==> config.mk <==
export PLATFORM = sky130hd
export DESIGN_NAME = la_parity_frame
export DESIGN_NICKNAME = d
export VERILOG_FILES = /design/src/rtl/la_parity_frame.sv
export SDC_FILE = /design/constraint.sdc
export NUM_CORES = 1
export LEC_CHECK = 0
export CAP_MARGIN = 5
export CORE_MARGIN = 2
export CORE_UTILIZATION = 29
export DETAILED_ROUTE_END_ITERATION = 12
export GPL_ROUTABILITY_DRIVEN = 0
export HOLD_SLACK_MARGIN = 0.08
export RECOVER_POWER = 25
export SYNTH_ARGS = -nofsm -noshare
export SYNTH_HDL_FRONTEND = slang
export SYNTH_HIERARCHICAL = 1
export SYNTH_SLANG_ARGS = --single-unit
==> constraint.sdc <==
create_clock -name clk -period 2.5 [get_ports clk]
set_clock_uncertainty 0.15 [all_clocks]
set_input_delay 0.5 -clock clk [delete_from_list [all_inputs] [get_ports clk]]
set_output_delay 0.5 -clock clk [all_outputs]
set_load 0.1 [all_outputs]
==> src/rtl/la_parity_frame.sv <==
// la_parity_frame: streaming frame parity accumulator/checker with a one-deep result register.
// Beat parity is reduced through a 4-ary tree of 4-input XOR cells.
module la_pf_xor4 #(
    parameter string PROP = "DEFAULT"
) (
    input  logic [3:0] a_i,
    output logic       y_o
);
    if (PROP == "DEFAULT") begin : g_flat
        assign y_o = ^a_i;
    end else begin : g_pair
        assign y_o = (a_i[0] ^ a_i[1]) ^ (a_i[2] ^ a_i[3]);
    end
endmodule

module la_parity_frame #(
    parameter int    DW   = 32,
    parameter int    CW   = 8,
    parameter int    ODD  = 0,
    parameter string PROP = "DEFAULT"
) (
    input  logic          clk,
    input  logic          reset,
    input  logic          in_valid,
    output logic          in_ready,
    input  logic [DW-1:0] in_data,
    input  logic          in_last,
    input  logic          in_parity,
    output logic          out_valid,
    input  logic          out_ready,
    output logic          out_parity,
    output logic          out_error,
    output logic [CW-1:0] out_count,
    output logic          out_sat
);
    localparam int   NL    = ($clog2(DW) + 1) / 2;
    localparam logic ODD_B = (ODD != 0);

    function automatic int lvl_w(int k);
        return (DW + (1 << (2 * k)) - 1) >> (2 * k);
    endfunction

    function automatic int lvl_off(int k);
        int o;
        o = 0;
        for (int i = 0; i < k; i++) o += lvl_w(i);
        return o;
    endfunction

    localparam int TW = lvl_off(NL + 1);

    // All tree levels packed into one vector: level k occupies [lvl_off(k) +: lvl_w(k)]
    logic [TW-1:0] tree;
    logic          bp;

    assign tree[DW-1:0] = in_data;
    for (genvar k = 0; k < NL; k++) begin : g_lvl
        localparam int WI = lvl_w(k);
        localparam int WO = lvl_w(k + 1);
        localparam int OI = lvl_off(k);
        localparam int OO = lvl_off(k + 1);
        for (genvar j = 0; j < WO; j++) begin : g_grp
            la_pf_xor4 #(.PROP(PROP)) u_xor4 (
                .a_i(4'(tree[OI +: WI] >> (4 * j))),
                .y_o(tree[OO + j])
            );
        end
    end
    assign bp = tree[TW-1];

    typedef enum logic {IDLE, ACCUM} state_t;

    state_t        state_q, state_d;
    logic          acc_q, acc_d, sat_q, sat_d;
    logic [CW-1:0] cnt_q, cnt_d;
    logic          valid_q, valid_d, par_q, par_d, err_q, err_d, osat_q, osat_d;
    logic [CW-1:0] ocnt_q, ocnt_d;
    logic          accept, acc_cur, cnt_max, frame_par;
    logic [CW-1:0] cnt_cur, cnt_inc;

    assign in_ready  = ~valid_q | out_ready;
    assign accept    = in_valid & in_ready;
    assign acc_cur   = (state_q == ACCUM) & acc_q;
    assign cnt_cur   = (state_q == ACCUM) ? cnt_q : '0;
    assign cnt_max   = &cnt_cur;
    assign cnt_inc   = cnt_max ? cnt_cur : cnt_cur + CW'(1);
    assign frame_par = acc_cur ^ bp ^ ODD_B;

    always_comb begin
        state_d = state_q;
        acc_d   = acc_q;
        cnt_d   = cnt_q;
        sat_d   = sat_q;
        valid_d = valid_q & ~out_ready;
        par_d   = par_q;
        err_d   = err_q;
        ocnt_d  = ocnt_q;
        osat_d  = osat_q;
        if (accept && !in_last) begin
            state_d = ACCUM;
            acc_d   = acc_cur ^ bp;
            cnt_d   = cnt_inc;
            sat_d   = sat_q | cnt_max;
        end else if (accept) begin
            state_d = IDLE;
            acc_d   = 1'b0;
            cnt_d   = '0;
            sat_d   = 1'b0;
            valid_d = 1'b1;
            par_d   = frame_par;
            err_d   = frame_par ^ in_parity;
            ocnt_d  = cnt_inc;
            osat_d  = sat_q | cnt_max;
        end
    end

    always_ff @(posedge clk) begin
        if (reset) begin
            state_q <= IDLE;
            acc_q   <= 1'b0;
            cnt_q   <= '0;
            sat_q   <= 1'b0;
            valid_q <= 1'b0;
            par_q   <= 1'b0;
            err_q   <= 1'b0;
            ocnt_q  <= '0;
            osat_q  <= 1'b0;
        end else begin
            state_q <= state_d;
            acc_q   <= acc_d;
            cnt_q   <= cnt_d;
            sat_q   <= sat_d;
            valid_q <= valid_d;
            par_q   <= par_d;
            err_q   <= err_d;
            ocnt_q  <= ocnt_d;
            osat_q  <= osat_d;
        end
    end

    assign out_valid  = valid_q;
    assign out_parity = par_q;
    assign out_error  = err_q;
    assign out_count  = ocnt_q;
    assign out_sat    = osat_q;
endmodule

## After elaboration in Yosys (flattened, before gate mapping)

Index checks and enable logic that the tools add are counted.
Widths: inputs -> output; s select.

- Register bits after elaboration: 23
- Latch bits: 0
- Bits in writable memories: 0
- Memory bits (read-only): 0
- Input port bits: 38
- Output and inout port bits: 13
- Word-level logic and storage cells: 46
- Memories: 0

- $add $sub $neg: 1
- Multiply operators: 0
- Divide/modulo/power cells: 0
- Order comparisons: 0
- Equal/unequal tests: 0
- Shift operators: 0
- Muxes and demuxes: 10
- Bitwise operators: 10
- Reductions and logical operators: 16

Operators by type and width:

| kind | number |
|---|---|
| $reduce_xor 4->1 | 11 |
| $mux 8 | 4 |
| $add 8x1->8 const B | 1 |
| $reduce_and 8->1 | 1 |
| $mux 1 | 6 |
| $and 1x1->1 | 3 |
| $not 1->1 | 3 |
| $or 1x1->1 | 2 |
| $reduce_and 2->1 | 1 |
| $reduce_bool 2->1 | 1 |
| $xor 1x1->1 | 2 |
| $logic_and 1x1->1 | 1 |
| $logic_not 1->1 | 1 |

## Depth between registers and ports, before layout

- Word-level depth: 6
- Depth in mapped cells: 9
- Mapped depth without buffers: 9

## Cells and area by module

The synthesis kept the hierarchy.

Modules (own cells, without submodules):

| module | instances | cells each | area each (um^2) | seq. area each (um^2) |
|---|---|---|---|---|
| la_parity_frame | 1 | 127 | 1046.0 | 460.4 |
| la_pf_xor4 | 11 | 3 | 26.3 | 0.0 |

## Worst setup path before layout

Ideal clock, no wire load.

- Path type: reg2reg
- Start: register valid_q (netlist: out_valid)
- End: register ocnt_q[2] (netlist: out_count[2])
- Library setup time: 0.083 ns
- Arrival time: 2.079 ns
- Required time: 2.267 ns
- Setup slack: 0.188 ns
- Cell stages (with the launch flop): 7
- Path buffers: 2
- Clock period less this slack: 2.312 ns
- Cell sequence: dfxtp_1 nand2b_1 buf_6 a31oi_1 clkbuf_1 nand2_1 o31ai_4

- Word-level cells in the longest chain between the ends: 6

RTL lines:

| what | line | text |
|---|---|---|
| start, declared | 76 | `logic valid_q, valid_d, par_q, par_d, err_q, err_d, osat_q, osat_d;` |
| start signal, assigned | 133 | `valid_q <= valid_d;` |
| $not 1->1 (*) | 81 | `assign in_ready = ~valid_q \| out_ready;` |
| $or 1x1->1 (*) | 81 |  |
| named net in_ready | 25 | `output logic in_ready,` |
| $and 1x1->1 (*) | 82 | `assign accept = in_valid & in_ready;` |
| $logic_and 1x1->1 | 99 | `if (accept && !in_last) begin` |
| $not 1->1 (no line) | -- |  |
| $reduce_and 2->1 (no line) (*) | -- |  |
| end signal, assigned | 136 | `ocnt_q <= ocnt_d;` |
| end, declared | 77 | `logic [CW-1:0] ocnt_q, ocnt_d;` |

The timed path passes the listed nets; every way through them passes the cells marked *.
A chain may end at the register's enable or synchronous reset.

## Worst setup path in the final report

- Start: input in_data[14]
- End: register acc_q

- Word-level cells in the longest chain between the ends: 5

RTL lines:

| what | line | text |
|---|---|---|
| start, declared | 26 | `input logic [DW-1:0] in_data,` |
| $reduce_xor 4->1 | 10 | `assign y_o = ^a_i;` |
| named net tree[35] | 53 | `logic [TW-1:0] tree;` |
| $reduce_xor 4->1 | 10 |  |
| named net tree[40] | 53 |  |
| $reduce_xor 4->1 | 10 |  |
| named net bp | 54 | `logic bp;` |
| $xor 1x1->1 | 101 | `acc_d = acc_cur ^ bp;` |
| $mux 1 | 99 |  |
| end signal, assigned | 120 | `acc_q <= 1'b0;` |
| end signal, assigned | 130 | `acc_q <= acc_d;` |
| end, declared | 74 | `logic acc_q, acc_d, sat_q, sat_d;` |

The timed path passes the listed nets, and every way through them passes these cells.

==> metrics <==
status=completed; clock latency on the worst-skew pair=0.27 ns; I/O Pins=between 50 and 60; footprint of the multi-input gates=~850 um2; starting density of the core=around 30%; setup violators final=0; Num Clock Sinks=23; Critical-path top delay cell=or3_1; Detailed Routing Iterations Pass 1=4; Main synth FF type=dfxtp_1; most frequent cells after synthesis=dfxtp_1 (23), nand2_1 (23), xnor2_1 (22); Worst R2R End=out_count[2]$_SDFFE_PP0P_; WL/cell=11.1 um; sum of negative setup slack=0 ns; final hold viol count=0; largest net degree at the start of global routing=14; fraction of layout cells with a size suffix above 1=a little under a tenth; Clock transition at path regs=roughly 0.08 ns; cts bufs inserted=3; crit share post-route=around 91%; unrepaired setup endpoints after global routing=no; vias in the first global route=1153; TritonCTS clock tree=done; # rows=24; crit path capture type=register; Leak Pwr=between 0.8 and 0.9 nW; Critical Path, Cell by Cell=dlygate4sd2_1 -> xor2_1 -> xnor2_1 -> xor2_1 -> xnor2_1 -> xnor2_1 -> xnor2_1 -> xor2_1 -> or3_1 -> a21oi_1; Max Freq=between 400 and 500 MHz; pwr dens=568 mW/mm2; Slew headroom=approximately 23%; initial antenna violation count=0; FF-to-FF Start=cnt_q[0]$_SDFFE_PP0P_; CP Launch Point=in_data[14]; nets=253; dpl hpwl=2300 um; r2r setup slk=0.72 ns; Seq cells post-synth=23; Worst Max-Slew Pin Slew=roughly 1.2 ns; Max Cap Violations=0; post-synth cell types=40; Die Width=around 70 um; Max IR drop VDD=between 0.2 and 0.3 mV; Mapped Area=about 0.0013 mm2; Synth top area share=roughly a third; first-pass GRT wire length=just over 5000 um; maximum clock path buffer count=2; Worst setup endpoint=acc_q$_SDFFE_PP0P_; H-tree level count=1; synthesized area per cell=~8.3 um2; FF+latch area=460 um2; EDFF count, synth=0; Synth area leaders=dfxtp_1 (34%), xnor2_1 (14%), xor2_1 (9.2%), nand2_1 (6.5%), a21oi_1 (3.7%); FILL cells=between 400 and 500; synth-to-layout area growth=44.9%; core region area=around 0.0044 mm2; n_diodes=0; fin. max-slew vios=0; Async SR Flop Fraction=0%; die area=between 0.005 and 0.006 mm2; post-route ant nets=0; worst-case reg-to-reg path depth=4; Hold Path Class=register to register; Worst Path Required=approximately 2.6 ns; WL final=around 2900 um; dpl ws=-0.297 ns; Starting DRT DRC Count=approximately 80; DR vias/cell=roughly 4.7; minimum clock period=between 2 and 2.5 ns; CTS root buffer=clkbuf_8; critical path's largest stage delay=0.32 ns; most used cell, CP=xnor2_1; Critical Path AT=approximately 2.3 ns; yosys warns=6; critical path class=input pin to register; via count=1253; Synth Instances=between 150 and 200; HP Start=out_count[7]$_SDFFE_PP0P_; Die Ht=71.9 um; All-Layer GR Usage=between 10 and 15%; Synth area leader=dfxtp_1; critical path launch point type=input pin; buffers added on ports=50; crit-path max FO=3; grt ovf=0; sequential area share after synthesis=roughly a third; drt drc=0; worst setup margin=0.221 ns
==> layer usage <==
| metal | vias up | share of wire (%) | track usage (%) |
|---|---|---|---|
| met2 | 42 | 45 | 19.8 |
| met4 | 0 | 2.6 | 6.92 |
| met1 | 558 | 44 | 15.3 |
| li1 | 648 | - | - |
| met5 | - | 0 | 0 |
| met3 | 5 | 7.5 | 2.67 |
==> cells in the final DEF, fill, tap and decap left out, types with 2 or more instances in the layout <==
cell type	count
a21oi_1	10
a31oi_1	3
buf_4	9
clkbuf_1	10
clkbuf_8	3
clkdlybuf4s50_1	5
conb_1	2
dfxtp_1	23
dlygate4sd2_1	17
dlymetal6s2s_1	15
inv_1	2
nand2_1	23
nand2b_1	3
nand3_1	4
nand4_1	2
nor2_1	11
nor3_1	2
o21ai_0	9
o21ai_1	3
xnor2_1	21
xor2_1	13
==> stage by stage <==
step | hold WS, ns | instance area (um2) | utilization (%) | total power [mW] | instances
after floorplan | 0.282 | 1340 | - | 0.758 | 161
after global placement | 0.287 | 1890 | 43.2 | 0.885 | 262
after detailed placement | 0.294 | 1890 | 43.2 | 0.888 | 262
after CTS | 0.305 | 1920 | 43.7 | 1.11 | 266
after global routing | 0.322 | 1930 | 44.1 | 1.16 | 266
final | 0.300 | 1930 | 44.1 | 1.10 | 266
==> area by class of cell <==
cell class,instances,share of cell area (%)
Tap cell,52,3.36
Clock buffer,4,2.33
Sequential cell,23,23.8
Multi-Input combinational cell,129,43.9
Inverter,2,0.388
Timing Repair Buffer,56,26.3
==> timing repair <==
item | CTS | global route
hold buffers | 0 | 0
endpoints found under the setup margin | 1 | 3
resized for setup | 17 | 17
setup buffers | 0 | 0
pin swaps | 27 | 24
==> critical path: cells and delay by family <==
kind	cells	cell delay [ns]
AO/OA/AOI/OAI	1	0.14
buffers and inverters	1	0.24
XOR/XNOR	7	1.14
AND/OR/NAND/NOR	1	0.32
==> logic make-up (layout without fill, tap and decap cells) <==
| logic type | after synthesis | in the layout | share of synthesized area (%) |
|---|---|---|---|
| other | 1 | 2 | 0.281 |
| flip-flops | 23 | 23 | 34.5 |
| XOR/XNOR | 36 | 36 | 23.6 |
| AO/OA/AOI/OAI | 35 | 35 | 17.2 |
| multiplexers | 1 | 1 | 0.750 |
| buffers and inverters | 9 | 62 | 3.37 |
| AND/OR/NAND/NOR | 55 | 55 | 20.2 |
==> flip-flops by register name (all words and copies together) (netlist names) <==
signal,flops
acc_q,1
cnt_q,8
out_count,8
out_error,1
out_parity,1
out_sat,1
out_valid,1
sat_q,1
state_q,1
==> report_power, final <==
group,internal (mW),leakage (nW),switching (mW),total [mW]
clock network,0.114,0.0228,0.121,0.235
registers,0.388,0.186,0.0164,0.405
logic,0.195,0.622,0.263,0.459
total,0.698,0.831,0.400,1.10
==> how the worst min path moves through the flow <==
stage	endpoint	slack (ns)	depth (start not counted)
4_1_cts	out_count[7]$_SDFFE_PP0P_	0.31	2
6_report	out_count[7]$_SDFFE_PP0P_	0.30	2
3_3_place_gp	out_count[1]$_SDFFE_PP0P_	0.29	2
5_1_grt	acc_q$_SDFFE_PP0P_	0.32	2
3_5_place_dp	out_count[7]$_SDFFE_PP0P_	0.29	2
2_1_floorplan	acc_q$_SDFFE_PP0P_	0.28	2
Note: power is estimated with default switching activity, not from simulation.
